==> src/rtl/capture_reg_arbiter.sv <==
// Round-robin arbiter that shares one capture register among NUM_REQ requesters.
// The owner's data word is captured on every edge while its request is held.
// A hold limit forces a handover when others are waiting. Every change of owner
// passes through a one-cycle dead gap.
module capture_reg_arbiter #(
  parameter int unsigned NUM_REQ  = 4,
  parameter int unsigned DATA_W   = 8,
  parameter int unsigned MAX_HOLD = 4
) (
  input  logic                                         clk,
  input  logic                                         rst,
  input  logic [NUM_REQ-1:0]                           req,
  input  logic [NUM_REQ*DATA_W-1:0]                    d,
  output logic [NUM_REQ-1:0]                           gnt,
  output logic [((NUM_REQ > 1) ? $clog2(NUM_REQ) : 1)-1:0] owner,
  output logic [DATA_W-1:0]                            q,
  output logic                                         q_valid,
  output logic                                         busy,
  output logic [15:0]                                  cap_cnt
);

  localparam int unsigned IdxW  = (NUM_REQ > 1) ? $clog2(NUM_REQ) : 1;
  localparam int unsigned HoldW = $clog2(MAX_HOLD + 1);
  localparam logic [HoldW-1:0] HoldMax  = HoldW'(MAX_HOLD);
  localparam logic [HoldW-1:0] HoldLast = HoldW'(MAX_HOLD - 1);
  localparam logic [IdxW-1:0]  LastIdx  = IdxW'(NUM_REQ - 1);

  typedef enum logic [1:0] {StIdle, StOwn, StGap} state_e;

  state_e            state_q;
  logic [IdxW-1:0]   rr_ptr_q;
  logic [HoldW-1:0]  hold_cnt_q;

  logic              win_found;
  logic [IdxW-1:0]   win_idx;
  logic [IdxW-1:0]   cand;
  logic [NUM_REQ-1:0] win_mask;
  logic [NUM_REQ-1:0] own_mask;
  logic              other_req;
  logic [IdxW-1:0]   next_ptr;
  logic [DATA_W-1:0] own_data;

  // Pick the first active request starting at rr_ptr and wrapping around.
  always_comb begin
    win_found = 1'b0;
    win_idx   = '0;
    cand      = '0;
    for (int k = 0; k < int'(NUM_REQ); k++) begin
      cand = IdxW'((int'(rr_ptr_q) + k) % int'(NUM_REQ));
      if (!win_found && req[cand]) begin
        win_found = 1'b1;
        win_idx   = cand;
      end
    end
  end

  assign win_mask  = NUM_REQ'(1) << win_idx;
  assign own_mask  = NUM_REQ'(1) << owner;
  assign other_req = |(req & ~own_mask);
  assign next_ptr  = (owner == LastIdx) ? '0 : owner + 1'b1;
  assign own_data  = d[int'(owner)*int'(DATA_W) +: DATA_W];
  assign busy      = (state_q == StOwn);

  // Arbitration / ownership FSM with all outputs registered.
  always_ff @(posedge clk or posedge rst) begin
    if (rst) begin
      state_q    <= StIdle;
      gnt        <= '0;
      owner      <= '0;
      q          <= '0;
      q_valid    <= 1'b0;
      cap_cnt    <= '0;
      rr_ptr_q   <= '0;
      hold_cnt_q <= '0;
    end else begin
      unique case (state_q)
        StIdle: begin
          q_valid <= 1'b0;
          if (win_found) begin
            gnt        <= win_mask;
            owner      <= win_idx;
            hold_cnt_q <= '0;
            state_q    <= StOwn;
          end
        end
        StOwn: begin
          if (req[owner]) begin
            q       <= own_data;
            q_valid <= 1'b1;
            cap_cnt <= cap_cnt + 16'd1;
            if (hold_cnt_q != HoldMax) hold_cnt_q <= hold_cnt_q + 1'b1;
            // >= so an owner already past the limit (held alone) still yields
            // once someone else starts waiting.
            if (hold_cnt_q >= HoldLast && other_req) begin
              gnt      <= '0;
              rr_ptr_q <= next_ptr;
              state_q  <= StGap;
            end
          end else begin
            q_valid  <= 1'b0;
            gnt      <= '0;
            rr_ptr_q <= next_ptr;
            state_q  <= StGap;
          end
        end
        StGap: begin
          q_valid <= 1'b0;
          state_q <= StIdle;
        end
        default: begin
          q_valid <= 1'b0;
          gnt     <= '0;
          state_q <= StIdle;
        end
      endcase
    end
  end

endmodule

==> config.mk <==
export PLATFORM = sky130hd
export DESIGN_NAME = capture_reg_arbiter
export DESIGN_NICKNAME = d
export VERILOG_FILES = /design/src/rtl/capture_reg_arbiter.sv
export SDC_FILE = /design/constraint.sdc
export NUM_CORES = 1
export LEC_CHECK = 0
export CORE_MARGIN = 4
export CORE_UTILIZATION = 45
export DETAILED_ROUTE_END_ITERATION = 12
export GPL_ROUTABILITY_DRIVEN = 0
export PLACE_DENSITY = 0.89
export SETUP_SLACK_MARGIN = 0.3
export SLEW_MARGIN = 20
export SYNTH_ARGS = -nofsm -noshare
export SYNTH_HDL_FRONTEND = slang
export SYNTH_SLANG_ARGS = --single-unit
==> constraint.sdc <==
create_clock -name clk -period 2.9 [get_ports clk]
set_clock_uncertainty 0.1 [all_clocks]
set_input_delay 0.29 -clock clk [delete_from_list [all_inputs] [get_ports clk]]
set_output_delay 0.29 -clock clk [all_outputs]
set_load 0.02 [all_outputs]
==> impl_results.md <==
- Clock Latency Late Sink: 0.29 ns
- Die W: 75.6 um
- Sequential share of power: roughly a third
- Outcome: finished clean
- Clk slew on worst S/H paths: about 0.070 ns
- Io pins: 70
- IO Port Bufs: 69
- Initial Util: a little under half
- Commonest non-fill, non-tap cell in the layout: clkdlybuf4s50_1
- Crit path DAT: approximately 2.5 ns
- Final ANT Viol Nets: 0
- Tcrit/Tclk final: between 80% and 90%
- Largest net degree at the start of global routing: 39
- DR DRC count: 0
- Synth area leader: dfrtp_1
- Final setup fails: 0
- Crit Path Class: reg -> reg
- Vias per cell: between 5 and 6
- Post-synthesis sequential area ratio: about 46%
- Pleak: 1.24 nW
- Placed Cells: approximately 310
- Unique masters post-synth: 44
- Synth Area per Inst: 10.7 um^2
- Post-synth top area share: a little under half
- Synth top area cells: dfrtp_1 46%, mux4_2 8.8%, nand2_1 7.3%
- Synthesized area: approximately 0.002 mm^2
- Max-cap violations: 0
- DR WL/cell: approximately 15 um
- Reported net switching power: about 1.0 mW
- Iteration-0 DRC count of the detailed router: 47
- # nets final: between 300 and 400
- Min cycle time layout: 2.38 ns
- Total CTS buffers: 5
- Worst setup EP type: register
- Dominant synthesized flop cell: dfrtp_1
- Vias in the first global route: about 1700
- Slew Viols, Final: 0
- YS warnings: 0
- Setup Buffers After CTS: 0
- CTS tree: built
- Unrepaired setup endpoints after global routing: no
- Hold_buf cts: 0
- P_int: 1.55 mW
- Area grow syn2layout: 40.0%
- Power Total: 2.59 mW
- CTS resizes: 0
- Combinational group share of total power: between 50 and 60%
- Gr usage total: 18.4%
- Die Height: 75.6 um
- Crit path max fanout: 15
- RR Startpoint: owner[1]
- Total die area: about 0.0057 mm^2
- Post-Layout Cell Count: between 300 and 400
- Max_slew headroom: between 60 and 70%
- Setup TNS: 0 ns
- Flop2flop setup slack: roughly 0.52 ns
- TritonCTS sink count: 38
- Vias: 1718
- Hold/Removal Path Class: in -> async
- H-tree levels: 2
- Synth async-reset ratio: 100%
- Share of layout cells above drive strength 1: 8.75%
- DR pass1 iterations: 4
- Initial antenna violation count: 0
- Congestion Overflow GR: 0
- Slew @ Worst Pin: between 0.5 and 0.6 ns
- Clk root buf: clkbuf_8
- Max rail drop VDD: 0.601 mV
- F_max: between 0.4 and 0.5 GHz
- CORE AREA: about 0.0044 mm^2
- PwrDens: between 900 and 1000 mW/mm^2
- Clock Power Share: a little over an eighth
- CP startpoint: owner[1]
- Syn_nets: roughly 240
- Synthesized instance count: 192
- Synth Register Bits: 38
- Max Buffers Root-to-Sink: 2
- # fillers: ~360
- First-pass GRT wire length: between 7000 and 8000 um
- ANT cells: 0
- Switching portion of total power: between 40% and 50%
- Most frequent cells in the layout: 69 x clkdlybuf4s50_1, 40 x nand2_1, 38 x dfrtp_1
- Number of synthesized flops with an enable pin: 0
- Nature of the critical path startpoint: register
- WL final: just under 5000 um
- HPWL after DPL: approximately 3800 um
- Required @ worst endpoint: 2.97 ns
- Hold Fails Final Rpt: 0
- Cell Rows: 24
## synthesized netlist by cell type (2+ instances only)
| library cell | instances |
|---|---|
| a21oi_1 | 4 |
| a22o_1 | 2 |
| and3_1 | 3 |
| and4_1 | 2 |
| buf_2 | 2 |
| clkbuf_1 | 2 |
| dfrtp_1 | 38 |
| ha_1 | 8 |
| inv_1 | 9 |
| mux2_2 | 2 |
| mux2i_1 | 4 |
| mux4_2 | 8 |
| nand2_1 | 40 |
| nand3_1 | 4 |
| nand4_1 | 7 |
| nor2_1 | 4 |
| nor2b_1 | 4 |
| nor3_1 | 4 |
| nor4_1 | 4 |
| o22a_1 | 2 |
| o2bb2ai_1 | 2 |
| o31ai_1 | 2 |
| xnor2_1 | 9 |
| xor2_1 | 6 |
## through the flow
stage	hold slack (ns)	utilization (%)	area, um^2	setup WS, ns
4_1_cts	0.326	65.6	2880	0.509
2_1_floorplan	0.382	-	2050	0.640
5_1_grt	0.368	65.6	2880	0.352
3_3_place_gp	0.349	63.7	2790	0.651
6_report	0.305	65.6	2880	0.521
3_5_place_dp	0.355	63.7	2790	0.589
## metal layers
layer | global-route usage [%] | vias to the layer above | share of wire [%]
met2 | 32.8 | 62 | 54
met1 | 21.1 | 826 | 38
met4 | 4.66 | 0 | 1.2
met3 | 6.46 | 8 | 7.4
met5 | 0 | - | 0
li1 | - | 822 | -
## logic make-up (layout without fill, tap and decap cells)
kind of cell / Yosys count / in the layout / synth area share [%]
compound gates: 22 / 22 / 8.16
xor+xnor: 15 / 15 / 6.39
fa+ha+maj: 8 / 8 / 4.87
buf+inv: 17 / 88 / 3.78
flops: 38 / 38 / 46.3
mux: 14 / 14 / 11.8
simple gates: 78 / 78 / 18.7
## path summary, 6_finish.rpt
kind                          endpoint  depth (start not counted)
min in group clk                  q[1]                          2
max                        rr_ptr_q[1]                          6
max reg2reg                rr_ptr_q[1]                          6
min reg2reg                       q[1]                          2
min                         cap_cnt[0]                          3
max in group asynchronous  cap_cnt[12]                          3
## power groups by stage
stage	combinational [mW]	sequential, mW	clock [mW]
after floorplan	0.713	1.03	0
after global placement	1.31	0.901	0
after detailed placement	1.34	0.910	0
after CTS	1.35	0.903	0.363
after global routing	1.45	0.934	0.388
final	1.33	0.903	0.355
## flip-flops by register name, summed over array words and instances (netlist names)
signal and flops:
cap_cnt 16, gnt 4, hold_cnt_q 3, owner 2, q 8, q_valid 1, rr_ptr_q 2, state_q 2
## critical path, stage by stage, from the launching register on
cell and delay [ns]:
dfrtp_1 0.60, inv_1 0.17, ha_1 0.16, nor2b_1 0.05, o41ai_1 0.56, a31o_2 0.28
mux2_2 0.33
## final cells by class
cell class                      count  area (um^2)  area share (%)
Sequential cell                    38          951            33.1
Clock buffer                        6         82.6            2.87
Inverter                           10         37.5            1.31
Multi-Input combinational cell    137         1030            35.7
Timing Repair Buffer               72          713            24.8
Tap cell                           52         65.1            2.26
(Power assumes the default switching activity.)
==> edit 1, RTL diff (same settings) <==
Change the parameter `NUM_REQ` from 4 to 8.
--- a/src/rtl/capture_reg_arbiter.sv
+++ b/src/rtl/capture_reg_arbiter.sv
@@ -3,7 +3,7 @@
 // A hold limit forces a handover when others are waiting. Every change of owner
 // passes through a one-cycle dead gap.
 module capture_reg_arbiter #(
-  parameter int unsigned NUM_REQ  = 4,
+  parameter int unsigned NUM_REQ  = 8,
   parameter int unsigned DATA_W   = 8,
   parameter int unsigned MAX_HOLD = 4
 ) (
Ports: changed (resized d, gnt, owner and req); port bits go from 70 to 111. The function was not compared with the original's and may differ.
==> edit 1 against the original RTL <==
- the flow now finishes with violations (setup timing)
- via count up 100%
- total power up 130%
- cell area up 83%
- sequential cell count up 6
- synthesized area up 71%
- fmax down 19%
- worst setup slack worse by 0.55 ns
- wire length up 120%
- highest routed layer unchanged
==> edit 1: results (changes against the original RTL) <==
first-pass GRT wire length: 16500 µm (+110%)
Synth Area in Compound Gates: 13.7% (+5.6 points)
Clk Latency, worst-skew pair: 0.28 ns
# nets final: 568 (+83%)
placement-stage cell area: 4890 µm² (+75%)
Critical Path Start: rr_ptr_q[1]$_DFFE_PP0P_
relative slew slack: 41.0% (-20 points)
CP arrival: 3.00 ns (+0.55 ns)
mux cell area share after synthesis: 25.1% (+13 points)
Post-Synth Adder-Cell Area: 4.26% (-0.61 points)
Inst Count DP: 560 (+81%)
Root Buffer: clkbuf_8
Post-Synth XOR/XNOR Area: 4.94% (-1.5 points)
Net Switching: 2.75 mW (+160%)
failing checks: setup timing
Mapped Nets: 424 (+78%)
number of I/O port buffers: 110 (+59%)
Pre-antenna DRT Iters: 5 (+1)
endpoints failing setup: 3 (+3)
vias in the first global route: 3463 (+100%)
initial antenna violation count: 0 (unchanged)
WL met2: 5200 µm (+100%)
largest net degree at the start of global routing: 27 (-31%)
FFs w/ async S/R, synth: 100% (unchanged)
Top Registers: cap_cnt x16, gnt x8, q x8
hpwl dp: 7920 µm (+110%)
FILL cells: 544 (+49%)
max layer used: met4
gr usage total: 22.6% (+4.2 points)
final worst setup slack: -0.0281 ns (-0.549 ns)
max-cap viol count: 0 (unchanged)
Post-Syn Instances: 338 (+76%)
M1 wire length: 4040 µm (+120%)
synth top area cells: dfrtp_1 31%, mux4_2 19%, nand2_1 4.9%, ha_1 4.3%, xnor2_1 3.7%
Non-Filler Instances: 585 (+86%)
Max IR drop VDD: 0.562 mV (-6.4%)
DR vias/cell: 5.92 (+8.6%)
share of cells above drive strength 1: 26.1% (+17 points)
most frequent cells after synthesis: 46 x nand2_1, 44 x dfrtp_1, 30 x mux4_2, 24 x nor2_1, 19 x inv_1
hold buffers post-CTS: 0 (unchanged)
status: complete, but fails checks
Netlist cell types: 62 (+41%)
register area share after synthesis: 31.3% (-15 points)
Longest Clk Path Bufs: 2 (unchanged)
met3 wire len: 1030 µm (+180%)
initial DRC count: 288 (+510%)
leakage power: 2.11 nW (+69%)
CP Max Fanout: 6 (-9)
total wire length: 10600 µm (+120%)
edit 1: cell count changes in the layout (fill, tap and decap cells not counted), sizes merged, moves of 5 or more:
cell	change
mux2	+5
clkdlybuf4s50	+41
a31oi	+10
dfrtp	+6
nand3	+11
inv	+8
nand2b	+7
mux4	+22
mux2i	+6
xnor2	+7
o21ai	+17
buf	+43
nor2	+20
nand2	+7
edit 1: path summary, 6_finish.rpt:
| check | cells after the start | endpoint | slack (ns) |
|---|---|---|---|
| min in group clk | 1 | cap_cnt[15]$_DFFE_PP0P_ | 0.38 |
| hold / removal | 2 | cap_cnt[5]$_DFFE_PP0P_ | 0.29 |
| max in group asynchronous | 3 | q[5]$_DFFE_PP0P_ | 1.81 |
| setup reg to reg | 10 | hold_cnt_q[2]$_DFFE_PP0P_ | -0.03 |
| setup / recovery | 10 | hold_cnt_q[2]$_DFFE_PP0P_ | -0.03 |
| hold reg to reg | 1 | cap_cnt[15]$_DFFE_PP0P_ | 0.38 |
edit 1: what timing repair did:
item,in CTS,in global routing
resized for setup,20,16
endpoints found under the setup margin,15,21
buffers inserted,12,5
pin swaps,15,3
edit 1: layer usage:
layer	up-vias	track usage [%]
met1	1657	28.4
met2	227	39.1
met5	-	0
met4	0	6.89
met3	32	4.96
li1	1548	-
edit 1: cell type report:
cell class	count	area, µm²	area share (%)
clock buffers	5	68.8	1.31
clock inverters	3	18.8	0.357
inverters	19	73.8	1.40
multi-input cells	256	2390	45.5
flip-flops and latches	44	1100	21.0
well taps	102	128	2.43
repair buffers	156	1470	28.0
edit 1: stage by stage:
step | utilization, % | TNS, ns | setup slack, ns
4_1_cts | 66.9 | 0 | 0.123
3_3_place_gp | 63.6 | 0 | 0.0854
5_1_grt | 68.4 | -1.00 | -0.139
6_report | 68.4 | -0.0584 | -0.0281
2_1_floorplan | - | 0 | 0.00691
3_5_place_dp | 63.6 | -0.104 | -0.0433
edit 1: logic make-up after synthesis:
family          Yosys count
simple gates            114
compound gates           64
mux                      47
flops                    44
buf+inv                  38
xor+xnor                 19
fa+ha+maj                12
edit 1: power groups by stage:
| stage | combinational (mW) | clock [mW] | sequential [mW] |
|---|---|---|---|
| 2_1_floorplan | 2.57 | 0 | 1.15 |
| 3_3_place_gp | 3.72 | 0 | 0.999 |
| 3_5_place_dp | 3.85 | 0 | 1.01 |
| 4_1_cts | 4.26 | 0.382 | 1.00 |
| 5_1_grt | 4.91 | 0.413 | 1.03 |
| 6_report | 4.60 | 0.373 | 1.01 |
edit 1: critical path, cell delays in order (launching register included):
cell,delay [ns]
dfrtp_2,0.40
inv_4,0.04
ha_4,0.31
buf_6,0.13
mux4_2,0.57
nor4_4,0.28
nand3_4,0.15
buf_4,0.18
o31ai_4,0.22
nand2_2,0.11
mux2_4,0.30
==> edit 2, RTL diff (same flow settings) <==
Without the edit above. Put one more register stage on the output `cap_cnt`, with the module's reset. The value now appears one clock later. The other outputs are not delayed to match.
--- a/src/rtl/capture_reg_arbiter.sv
+++ b/src/rtl/capture_reg_arbiter.sv
@@ -26,6 +26,8 @@
   localparam logic [IdxW-1:0]  LastIdx  = IdxW'(NUM_REQ - 1);
 
   typedef enum logic [1:0] {StIdle, StOwn, StGap} state_e;
+
+  logic [15:0] cap_cnt_s0;
 
   state_e            state_q;
   logic [IdxW-1:0]   rr_ptr_q;
@@ -69,7 +71,7 @@
       owner      <= '0;
       q          <= '0;
       q_valid    <= 1'b0;
-      cap_cnt    <= '0;
+      cap_cnt_s0 <= '0;
       rr_ptr_q   <= '0;
       hold_cnt_q <= '0;
     end else begin
@@ -87,7 +89,7 @@
           if (req[owner]) begin
             q       <= own_data;
             q_valid <= 1'b1;
-            cap_cnt <= cap_cnt + 16'd1;
+            cap_cnt_s0 <= cap_cnt_s0 + 16'd1;
             if (hold_cnt_q != HoldMax) hold_cnt_q <= hold_cnt_q + 1'b1;
             // >= so an owner already past the limit (held alone) still yields
             // once someone else starts waiting.
@@ -116,5 +118,13 @@
     end
   end
 
+  always_ff @(posedge clk or posedge rst) begin
+    if (rst) begin
+      cap_cnt <= '0;
+    end else begin
+      cap_cnt <= cap_cnt_s0;
+    end
+  end
+
 endmodule
 
Check against the original RTL: not equivalent (Yosys sat finds a counterexample within 4 cycles, from zero or initial values and one cycle with rst high).
==> edit 2 against the original RTL <==
- synthesized cell count rose by 2.6%
- non-clock buffer count grew 1
- worst setup slack gained 0.046 ns
- cell area up 18%
- sequential cell count grew 16
- wire length increased by 5.5%
- sequential share of layout area grew 6.7 points
- total power increased by 14%
- synthesized area is 24% higher
==> edit 2: results (changes against the original RTL) <==
status: complete, no violations
Hold WS: 0.306 ns (+0.000140 ns)
Setup WS pre-CTS: 0.579 ns (-0.0101 ns)
Worst-path clk slew: 0.09 ns (+0.02 ns)
non-clock buffer count: 73 (+1.4%)
FILL cells: 445 (+22%)
register share of total power: 40.1% (+5.2 points)
global-route track usage on met3: 3.77% (-2.7 points)
# nets final: 316 (+1.9%)
met3 wire len: 245 µm (-32%)
Max Clk Rate: 0.429 GHz (+2.0%)
Netlist cell types: 43 (-2.3%)
drt wl/cell: 14.9 µm (-3.1%)
clock tree sinks: 54 (+42%)
met1 Use GR: 18.9% (-2.2 points)
Max IR drop VDD: 0.567 mV (-5.5%)
relative slew slack: 56.9% (-4.0 points)
Reg2Reg Setup Slack: 0.57 ns (+0.05 ns)
vias in the first global route: 1868 (+7.8%)
Non-clk invs: 12 (+2)
clock buffer count: 5 (-1)
Clock buf/inv share: 2.65% (-0.22 points)
Net Switching: 1.10 mW (+5.3%)
non-clock buffer share of cell area: 21.2% (-3.6 points)
Multi-In Gates: 124 (-9.5%)
register area share after synthesis: 53.2% (+6.9 points)
most frequent cells after synthesis: 54 x dfrtp_1, 13 x nand2_1, 12 x inv_1, 11 x mux2_2, 10 x xnor2_1
[edit 2: cell types whose count changed in the layout (fill, tap and decap cells not counted), sizes merged, moves of 4 or more]
cell and change:
nand2 -27, mux2 +9, nor3b +4, dfrtp +16
[edit 2: logic make-up (layout without fill, tap and decap cells)]
| group | Yosys count | after routing | synth area share, % |
|---|---|---|---|
| and+or+nand+nor | 57 | 57 | 14.1 |
| DFF | 54 | 54 | 53.2 |
| muxes | 23 | 23 | 13.5 |
| AOI/OAI and AO/OA | 21 | 21 | 6.60 |
| buffers and inverters | 19 | 93 | 3.40 |
| xor gates and xnor gates | 15 | 15 | 5.17 |
| adders and majority gates | 8 | 8 | 3.94 |
[edit 2: worst max-delay path: cells and delay by family, from the launching register on]
family / cells / cell delay, ns
AO/OA/AOI/OAI: 2 / 0.76
adder cells (fa/ha/maj): 1 / 0.17
buffers and inverters: 1 / 0.20
flip-flops: 1 / 0.61
multiplexers: 1 / 0.33
AND/OR/NAND/NOR: 1 / 0.05
